--- src/rtl/alu_ctrl_pkg.sv ---
// Shared encodings for the ALU control sequencer: op classes, R-type funct
// codes, datapath operation codes and FSM states.
package alu_ctrl_pkg;

  typedef enum logic [1:0] {
    ALUOP_MEM   = 2'b00,
    ALUOP_SUBI  = 2'b01,
    ALUOP_RTYPE = 2'b10,
    ALUOP_BEQ   = 2'b11
  } aluop_e;

  localparam logic [5:0] FN_ADDU = 6'h0B;
  localparam logic [5:0] FN_SUBU = 6'h0D;
  localparam logic [5:0] FN_AND  = 6'h12;
  localparam logic [5:0] FN_SLL  = 6'h26;

  localparam logic [5:0] OP_ADDU = 6'h09;
  localparam logic [5:0] OP_SUBU = 6'h0A;
  localparam logic [5:0] OP_AND  = 6'h11;
  localparam logic [5:0] OP_SLL  = 6'h21;

  typedef enum logic [1:0] {
    ST_IDLE  = 2'd0,
    ST_SHIFT = 2'd1,
    ST_OUT   = 2'd2
  } state_e;

endpackage

--- src/rtl/alu_control_seq_if.sv ---
// Request/result bundle between the requester/consumer and the ALU control sequencer.
interface alu_control_seq_if #(
  parameter int FUNCT_W = 6,
  parameter int SHAMT_W = 5
);
  logic               valid_i;
  logic               ready_o;
  logic [1:0]         ALUOp;
  logic [FUNCT_W-1:0] funct;
  logic [SHAMT_W-1:0] shamt;
  logic [FUNCT_W-1:0] Funct1;
  logic               step_o;
  logic               valid_o;
  logic               ready_i;
  logic               illegal_o;

  modport master (
    output valid_i, ALUOp, funct, shamt, ready_i,
    input  ready_o, Funct1, step_o, valid_o, illegal_o
  );

  modport slave (
    input  valid_i, ALUOp, funct, shamt, ready_i,
    output ready_o, Funct1, step_o, valid_o, illegal_o
  );
endinterface

--- src/rtl/alu_decode.sv ---
// Combinational decode of op class and funct field into a datapath operation
// code, an SLL flag and an illegal-encoding flag.
module alu_decode
  import alu_ctrl_pkg::*;
#(
  parameter int FUNCT_W = 6
) (
  input  logic [1:0]         alu_op,
  input  logic [FUNCT_W-1:0] funct,
  output logic [FUNCT_W-1:0] code,
  output logic               is_sll,
  output logic               illegal
);

  // op class / funct lookup
  always_comb begin
    code    = {FUNCT_W{1'b0}};
    is_sll  = 1'b0;
    illegal = 1'b0;
    case (aluop_e'(alu_op))
      ALUOP_RTYPE: begin
        case (funct)
          FUNCT_W'(FN_ADDU): code = FUNCT_W'(OP_ADDU);
          FUNCT_W'(FN_SUBU): code = FUNCT_W'(OP_SUBU);
          FUNCT_W'(FN_AND):  code = FUNCT_W'(OP_AND);
          FUNCT_W'(FN_SLL): begin
            code   = FUNCT_W'(OP_SLL);
            is_sll = 1'b1;
          end
          default: illegal = 1'b1;
        endcase
      end
      ALUOP_MEM:  code = FUNCT_W'(OP_ADDU);
      ALUOP_SUBI: code = FUNCT_W'(OP_SUBU);
      ALUOP_BEQ:  code = FUNCT_W'(OP_SUBU);
      default:    illegal = 1'b1;
    endcase
  end

endmodule

--- src/rtl/alu_control_seq.sv ---
// ALU control sequencer: decodes a request and, for SLL, issues one shift
// strobe per bit of shift amount before presenting the final operation code.
module alu_control_seq
  import alu_ctrl_pkg::*;
#(
  parameter int FUNCT_W = 6,
  parameter int SHAMT_W = 5
) (
  input  logic               clk,
  input  logic               rst,
  alu_control_seq_if.slave   bus
);

  localparam logic [SHAMT_W-1:0] CNT_ZERO = {SHAMT_W{1'b0}};
  localparam logic [SHAMT_W-1:0] CNT_ONE  = {{(SHAMT_W-1){1'b0}}, 1'b1};

  state_e             state_r;
  logic [SHAMT_W-1:0] cnt_r;
  logic [FUNCT_W-1:0] funct1_r;
  logic               step_r;
  logic               valid_r;
  logic               illegal_r;

  logic [FUNCT_W-1:0] dec_code_s;
  logic               dec_sll_s;
  logic               dec_illegal_s;
  logic               ready_s;
  logic               accept_s;

  alu_decode #(.FUNCT_W(FUNCT_W)) u_decode (
    .alu_op  (bus.ALUOp),
    .funct   (bus.funct),
    .code    (dec_code_s),
    .is_sll  (dec_sll_s),
    .illegal (dec_illegal_s)
  );

  // in OUT the consumer's ready passes through so a new request overlaps the handoff
  assign ready_s  = (state_r == ST_IDLE) || ((state_r == ST_OUT) && bus.ready_i);
  assign accept_s = bus.valid_i && ready_s;

  // sequencer state, shift counter and registered outputs
  always_ff @(posedge clk or posedge rst) begin
    if (rst) begin
      state_r   <= ST_IDLE;
      cnt_r     <= CNT_ZERO;
      funct1_r  <= {FUNCT_W{1'b0}};
      step_r    <= 1'b0;
      valid_r   <= 1'b0;
      illegal_r <= 1'b0;
    end else begin
      case (state_r)
        ST_IDLE, ST_OUT: begin
          if (accept_s) begin
            funct1_r  <= dec_code_s;
            illegal_r <= dec_illegal_s;
            if (dec_sll_s && (bus.shamt != CNT_ZERO)) begin
              state_r <= ST_SHIFT;
              cnt_r   <= bus.shamt;
              step_r  <= 1'b1;
              valid_r <= 1'b0;
            end else begin
              state_r <= ST_OUT;
              cnt_r   <= CNT_ZERO;
              step_r  <= 1'b0;
              valid_r <= 1'b1;
            end
          end else if ((state_r == ST_OUT) && bus.ready_i) begin
            state_r   <= ST_IDLE;
            cnt_r     <= CNT_ZERO;
            funct1_r  <= {FUNCT_W{1'b0}};
            step_r    <= 1'b0;
            valid_r   <= 1'b0;
            illegal_r <= 1'b0;
          end else begin
            state_r <= state_r;
          end
        end
        ST_SHIFT: begin
          if (cnt_r == CNT_ONE) begin
            state_r <= ST_OUT;
            cnt_r   <= CNT_ZERO;
            step_r  <= 1'b0;
            valid_r <= 1'b1;
          end else begin
            cnt_r <= cnt_r - CNT_ONE;
          end
        end
        default: begin
          state_r   <= ST_IDLE;
          cnt_r     <= CNT_ZERO;
          funct1_r  <= {FUNCT_W{1'b0}};
          step_r    <= 1'b0;
          valid_r   <= 1'b0;
          illegal_r <= 1'b0;
        end
      endcase
    end
  end

  assign bus.ready_o   = ready_s;
  assign bus.Funct1    = funct1_r;
  assign bus.step_o    = step_r;
  assign bus.valid_o   = valid_r;
  assign bus.illegal_o = illegal_r;

endmodule

--- src/flat_wrapper.sv ---
// flat-port wrapper written by rule: the top's interface ports become plain ports
module alu_control_seq_flat import alu_ctrl_pkg::*;
#(
  parameter int FUNCT_W = 6,
  parameter int SHAMT_W = 5
)
  (clk, rst, bus_valid_i, bus_ALUOp, bus_funct, bus_shamt, bus_ready_i, bus_ready_o, bus_Funct1, bus_step_o, bus_valid_o, bus_illegal_o);
  alu_control_seq_if #(.FUNCT_W(FUNCT_W), .SHAMT_W(SHAMT_W)) bus_i ();
  input  logic clk;
  input  logic rst;
  input wire logic [$bits(bus_i.valid_i)-1:0] bus_valid_i;
  input wire logic [$bits(bus_i.ALUOp)-1:0] bus_ALUOp;
  input wire logic [$bits(bus_i.funct)-1:0] bus_funct;
  input wire logic [$bits(bus_i.shamt)-1:0] bus_shamt;
  input wire logic [$bits(bus_i.ready_i)-1:0] bus_ready_i;
  output wire logic [$bits(bus_i.ready_o)-1:0] bus_ready_o;
  output wire logic [$bits(bus_i.Funct1)-1:0] bus_Funct1;
  output wire logic [$bits(bus_i.step_o)-1:0] bus_step_o;
  output wire logic [$bits(bus_i.valid_o)-1:0] bus_valid_o;
  output wire logic [$bits(bus_i.illegal_o)-1:0] bus_illegal_o;
  assign bus_i.valid_i = bus_valid_i;
  assign bus_i.ALUOp = bus_ALUOp;
  assign bus_i.funct = bus_funct;
  assign bus_i.shamt = bus_shamt;
  assign bus_i.ready_i = bus_ready_i;
  assign bus_ready_o = bus_i.ready_o;
  assign bus_Funct1 = bus_i.Funct1;
  assign bus_step_o = bus_i.step_o;
  assign bus_valid_o = bus_i.valid_o;
  assign bus_illegal_o = bus_i.illegal_o;
  alu_control_seq #(.FUNCT_W(FUNCT_W), .SHAMT_W(SHAMT_W)) u_core (.clk(clk), .rst(rst), .bus(bus_i));
endmodule
--- config.mk ---
export PLATFORM = sky130hd
export DESIGN_NAME = alu_control_seq_flat
export DESIGN_NICKNAME = d
export VERILOG_FILES = /design/src/rtl/alu_ctrl_pkg.sv /design/src/rtl/alu_control_seq_if.sv /design/src/rtl/alu_decode.sv /design/src/rtl/alu_control_seq.sv /design/src/flat_wrapper.sv
export SDC_FILE = /design/constraint.sdc
export NUM_CORES = 1
export LEC_CHECK = 0
export CORE_ASPECT_RATIO = 1.4
export CORE_UTILIZATION = 40
export DETAILED_ROUTE_END_ITERATION = 10
export HOLD_SLACK_MARGIN = 0.06
export PLACE_DENSITY = 0.64
export SLEW_MARGIN = 30
export SYNTH_ARGS = -nofsm -noshare
export SYNTH_HDL_FRONTEND = slang
export SYNTH_HIERARCHICAL = 1
export SYNTH_SLANG_ARGS = --single-unit
--- constraint.sdc ---
create_clock -name clk -period 2.4 [get_ports clk]
set_clock_uncertainty 0.2 [all_clocks]
set_input_delay 0.48 -clock clk [delete_from_list [all_inputs] [get_ports clk]]
set_output_delay 0.48 -clock clk [all_outputs]
set_load 0.01 [all_outputs]
==> impl_metrics.env <==
export IMPL_rsz0062_at_grt="no"
export IMPL_synth_area_per_cell_um2=9.628
export IMPL_critPathMaxFanout=13
export IMPL_yosysSeqAreaShare=0.3713
export IMPL_nets=158
export IMPL_instances_no_fill=172
export IMPL_hp_class="flip-flop to flip-flop"
export IMPL_yosys_top_cells_count="dfrtp_1 (15), a31oi_1 (9), o2bb2ai_1 (9)"
export IMPL_crit_family="buffers and inverters"
export IMPL_crit_type="flip-flop to output pin"
export IMPL_final_min_clock_period_ns=2.056
export IMPL_worst_path_buf_inv=2
export IMPL_die_h_um=61.49
export IMPL_required_ns=1.72
export IMPL_synth_nets=124
export IMPL_holdBufCountCts=0
export IMPL_layout_drive_gt1_share=0.1159
export IMPL_drv_slew=0
export IMPL_clock_sinks=15
export IMPL_setup_violations=0
export IMPL_fin_crit_sh=0.8567
export IMPL_max_freq_mhz=486.4
export IMPL_finalPower_w=0.0005444
export IMPL_drt_initial_drc_count=23
export IMPL_antenna_found_initial=0
export IMPL_portBuffers=26
export IMPL_hpwl_um=1900
export IMPL_relSlewSlack=0.6010
export IMPL_internal_power_w=0.0004016
export IMPL_cts_resized_gates=0
export IMPL_fp_dieW_um=44.49
export IMPL_cts_max_level=1
export IMPL_cts_root_buf="clkbuf_4"
export IMPL_worst_path_max_delay_cell="clkdlybuf4s50_1"
export IMPL_synth_edf_count=0
export IMPL_place_congestion=0.7814
export IMPL_diodes=0
export IMPL_path_clk_slew_ns=0.09
export IMPL_syn_inst=105
export IMPL_swShare=0.2624
export IMPL_ir_worst_vdd_uv=218.4
export IMPL_comb_power_share=0.239
export IMPL_start_util=0.4228
export IMPL_placementRows=21
export IMPL_cts_buffers=3
export IMPL_post_cts_setup_buffer_count=0
export IMPL_syn_area_um2=1011
export IMPL_synthFlopType="dfrtp_1"
export IMPL_outcome="finished, final reports clean"
export IMPL_grt_max_degree=16
export IMPL_pwr_share_clk=0.262
export IMPL_yosys_warnings=6
export IMPL_finalSetupTns_ns=0
export IMPL_p_switching_w=0.0001429
export IMPL_post_route_util=0.5761
export IMPL_yosys_register_bits=15
export IMPL_hold_viol=0
export IMPL_p_seq_frac=0.499
export IMPL_yosysMostFrequentCell="dfrtp_1"
export IMPL_dr_pass1_iters=5
export IMPL_wl_um=2512
export IMPL_leakagePower_nw=0.6013
export IMPL_dieArea_um2=2735
export IMPL_critPathMaxStageDelay_ns=0.55
export IMPL_grt_pass1_wl_um=4222
export IMPL_maxCapViolations=0
export IMPL_boundaryPins=27
export IMPL_cts_path_max_buffers=2
export IMPL_dr_total_vias=968
export IMPL_areaGrowthSynthToFinish_pct=36.26
export IMPL_clk_latency_ns=0.28
export IMPL_yosysTopAreaCell="dfrtp_1"
export IMPL_track_usage=0.2098
export IMPL_via_per_inst=5.628
export IMPL_yosysTopAreaCellShare=0.3713
export IMPL_drc=0
export IMPL_grt_pass1_vias=996
export IMPL_tightest_slew_ns=0.5978
export IMPL_postRouteAntennaNets=0
export IMPL_gr_total_overflow=0
export IMPL_cts_tree="yes"
export IMPL_end_kind="output pin"
export IMPL_synth_area_top_cells="dfrtp_1 (37%), o2bb2ai_1 (7.8%), and3b_1 (6.1%)"
export IMPL_wire_per_inst_um=14.60
export IMPL_core_area_um2=2391
export IMPL_crit_chain="buf_4 -> clkdlybuf4s50_1"
export IMPL_place_inst=168
export IMPL_synth_cell_types=41
export IMPL_cp_start_kind="flip-flop"
export IMPL_p_per_area_nw_per_um2=395.2
export IMPL_worstPathArrival_ns=1.38
export IMPL_synthArstFlopShare=1.000
logic make-up after synthesis:
kind of cell               count (synthesis)  share of synthesized area
AOI/OAI and AO/OA                         33                     0.2525
xor gates and xnor gates                   2                    0.01733
adders and majority gates                  2                    0.02475
buffers and inverters                     12                    0.05075
DFF                                       15                     0.3713
muxes                                      1                   0.009901
other                                      1                   0.003709
and+or+nand+nor                           39                     0.2698
stage by stage:
stage	hold WS (ns)	setup WS, ns	instance area (um^2)
2_1_floorplan	0.1815	0.6678	1011
3_3_place_gp	0.2795	0.04571	1349
3_5_place_dp	0.3010	0.03340	1349
4_1_cts	0.3217	0.03457	1375
5_1_grt	0.3445	0.2408	1378
6_report	0.3102	0.3440	1378
registers in the layout, indices dropped and copies added, names as in the netlist:
name / count
u_core/bus.Funct1: 6
u_core/state_r: 1
u_core/bus.valid_o: 1
u_core/cnt_r: 5
u_core/bus.step_o: 1
u_core/bus.illegal_o: 1
layer usage:
metal	global-route usage	routed length (um)	share of wire
met2	0.4013	1316	0.52
met4	0.07792	38	0.015
met5	0	0	0
met3	0.02053	88	0.035
met1	0.2359	1069	0.43
power by group through the flow:
stage          registers, W  logic (W)  clock network [W]
2_1_floorplan      0.000281  0.0000495                  0
3_3_place_gp       0.000276   0.000130                  0
3_5_place_dp       0.000277   0.000131                  0
4_1_cts            0.000272   0.000131           0.000150
5_1_grt            0.000273   0.000143           0.000160
6_report           0.000272   0.000130           0.000142
layout by cell type (no fill, tap or decap), drive strengths merged, types with 2 or more instances in the layout:
| cell | synthesis | final |
|---|---|---|
| nand3 | 2 | 2 |
| o31ai | 2 | 2 |
| and3b | 7 | 7 |
| xnor2 | 2 | 2 |
| nor2b | 4 | 4 |
| ha | 2 | 2 |
| or4 | 2 | 2 |
| o21ai | 4 | 4 |
| dfrtp | 15 | 15 |
| a221o | 3 | 3 |
| or3b | 2 | 2 |
| nand2b | 3 | 3 |
| a31oi | 9 | 9 |
| clkbuf | 2 | 4 |
| inv | 7 | 7 |
| o2bb2ai | 9 | 9 |
| nor3b | 2 | 2 |
| nor2 | 6 | 6 |
| clkdlybuf4s50 | 0 | 25 |
| buf | 3 | 8 |
| nand2 | 2 | 2 |
final timing paths:
| path | startpoint | end | slack, ns | depth (start not counted) |
|---|---|---|---|---|
| hold reg to reg | u_core/bus.step_o$_DFFE_PP0P_ | u_core/bus.step_o$_DFFE_PP0P_ | 0.31 | 1 |
| setup / recovery | u_core/bus.valid_o$_DFFE_PP0P_ | bus_valid_o | 0.34 | 2 |
| min in group asynchronous | rst | u_core/bus.Funct1[2]$_DFFE_PP0P_ | 0.37 | 2 |
| max in group asynchronous | rst | u_core/state_r[0]$_DFFE_PP0P_ | 1.25 | 2 |
| setup reg to reg | u_core/state_r[0]$_DFFE_PP0P_ | u_core/cnt_r[2]$_DFFE_PP0P_ | 0.58 | 3 |
| hold / removal | u_core/bus.step_o$_DFFE_PP0P_ | u_core/bus.step_o$_DFFE_PP0P_ | 0.31 | 1 |
cell type report:
| cell class | instances | area, um^2 |
|---|---|---|
| fillers | 226 | 1013 |
| repair buffers | 34 | 322.8 |
| flip-flops and latches | 15 | 375.4 |
| well taps | 34 | 42.54 |
| multi-input cells | 78 | 584.3 |
| inverters | 7 | 26.28 |
| clock buffers | 4 | 26.28 |
No activity file was read; power rests on OpenSTA's default activity.
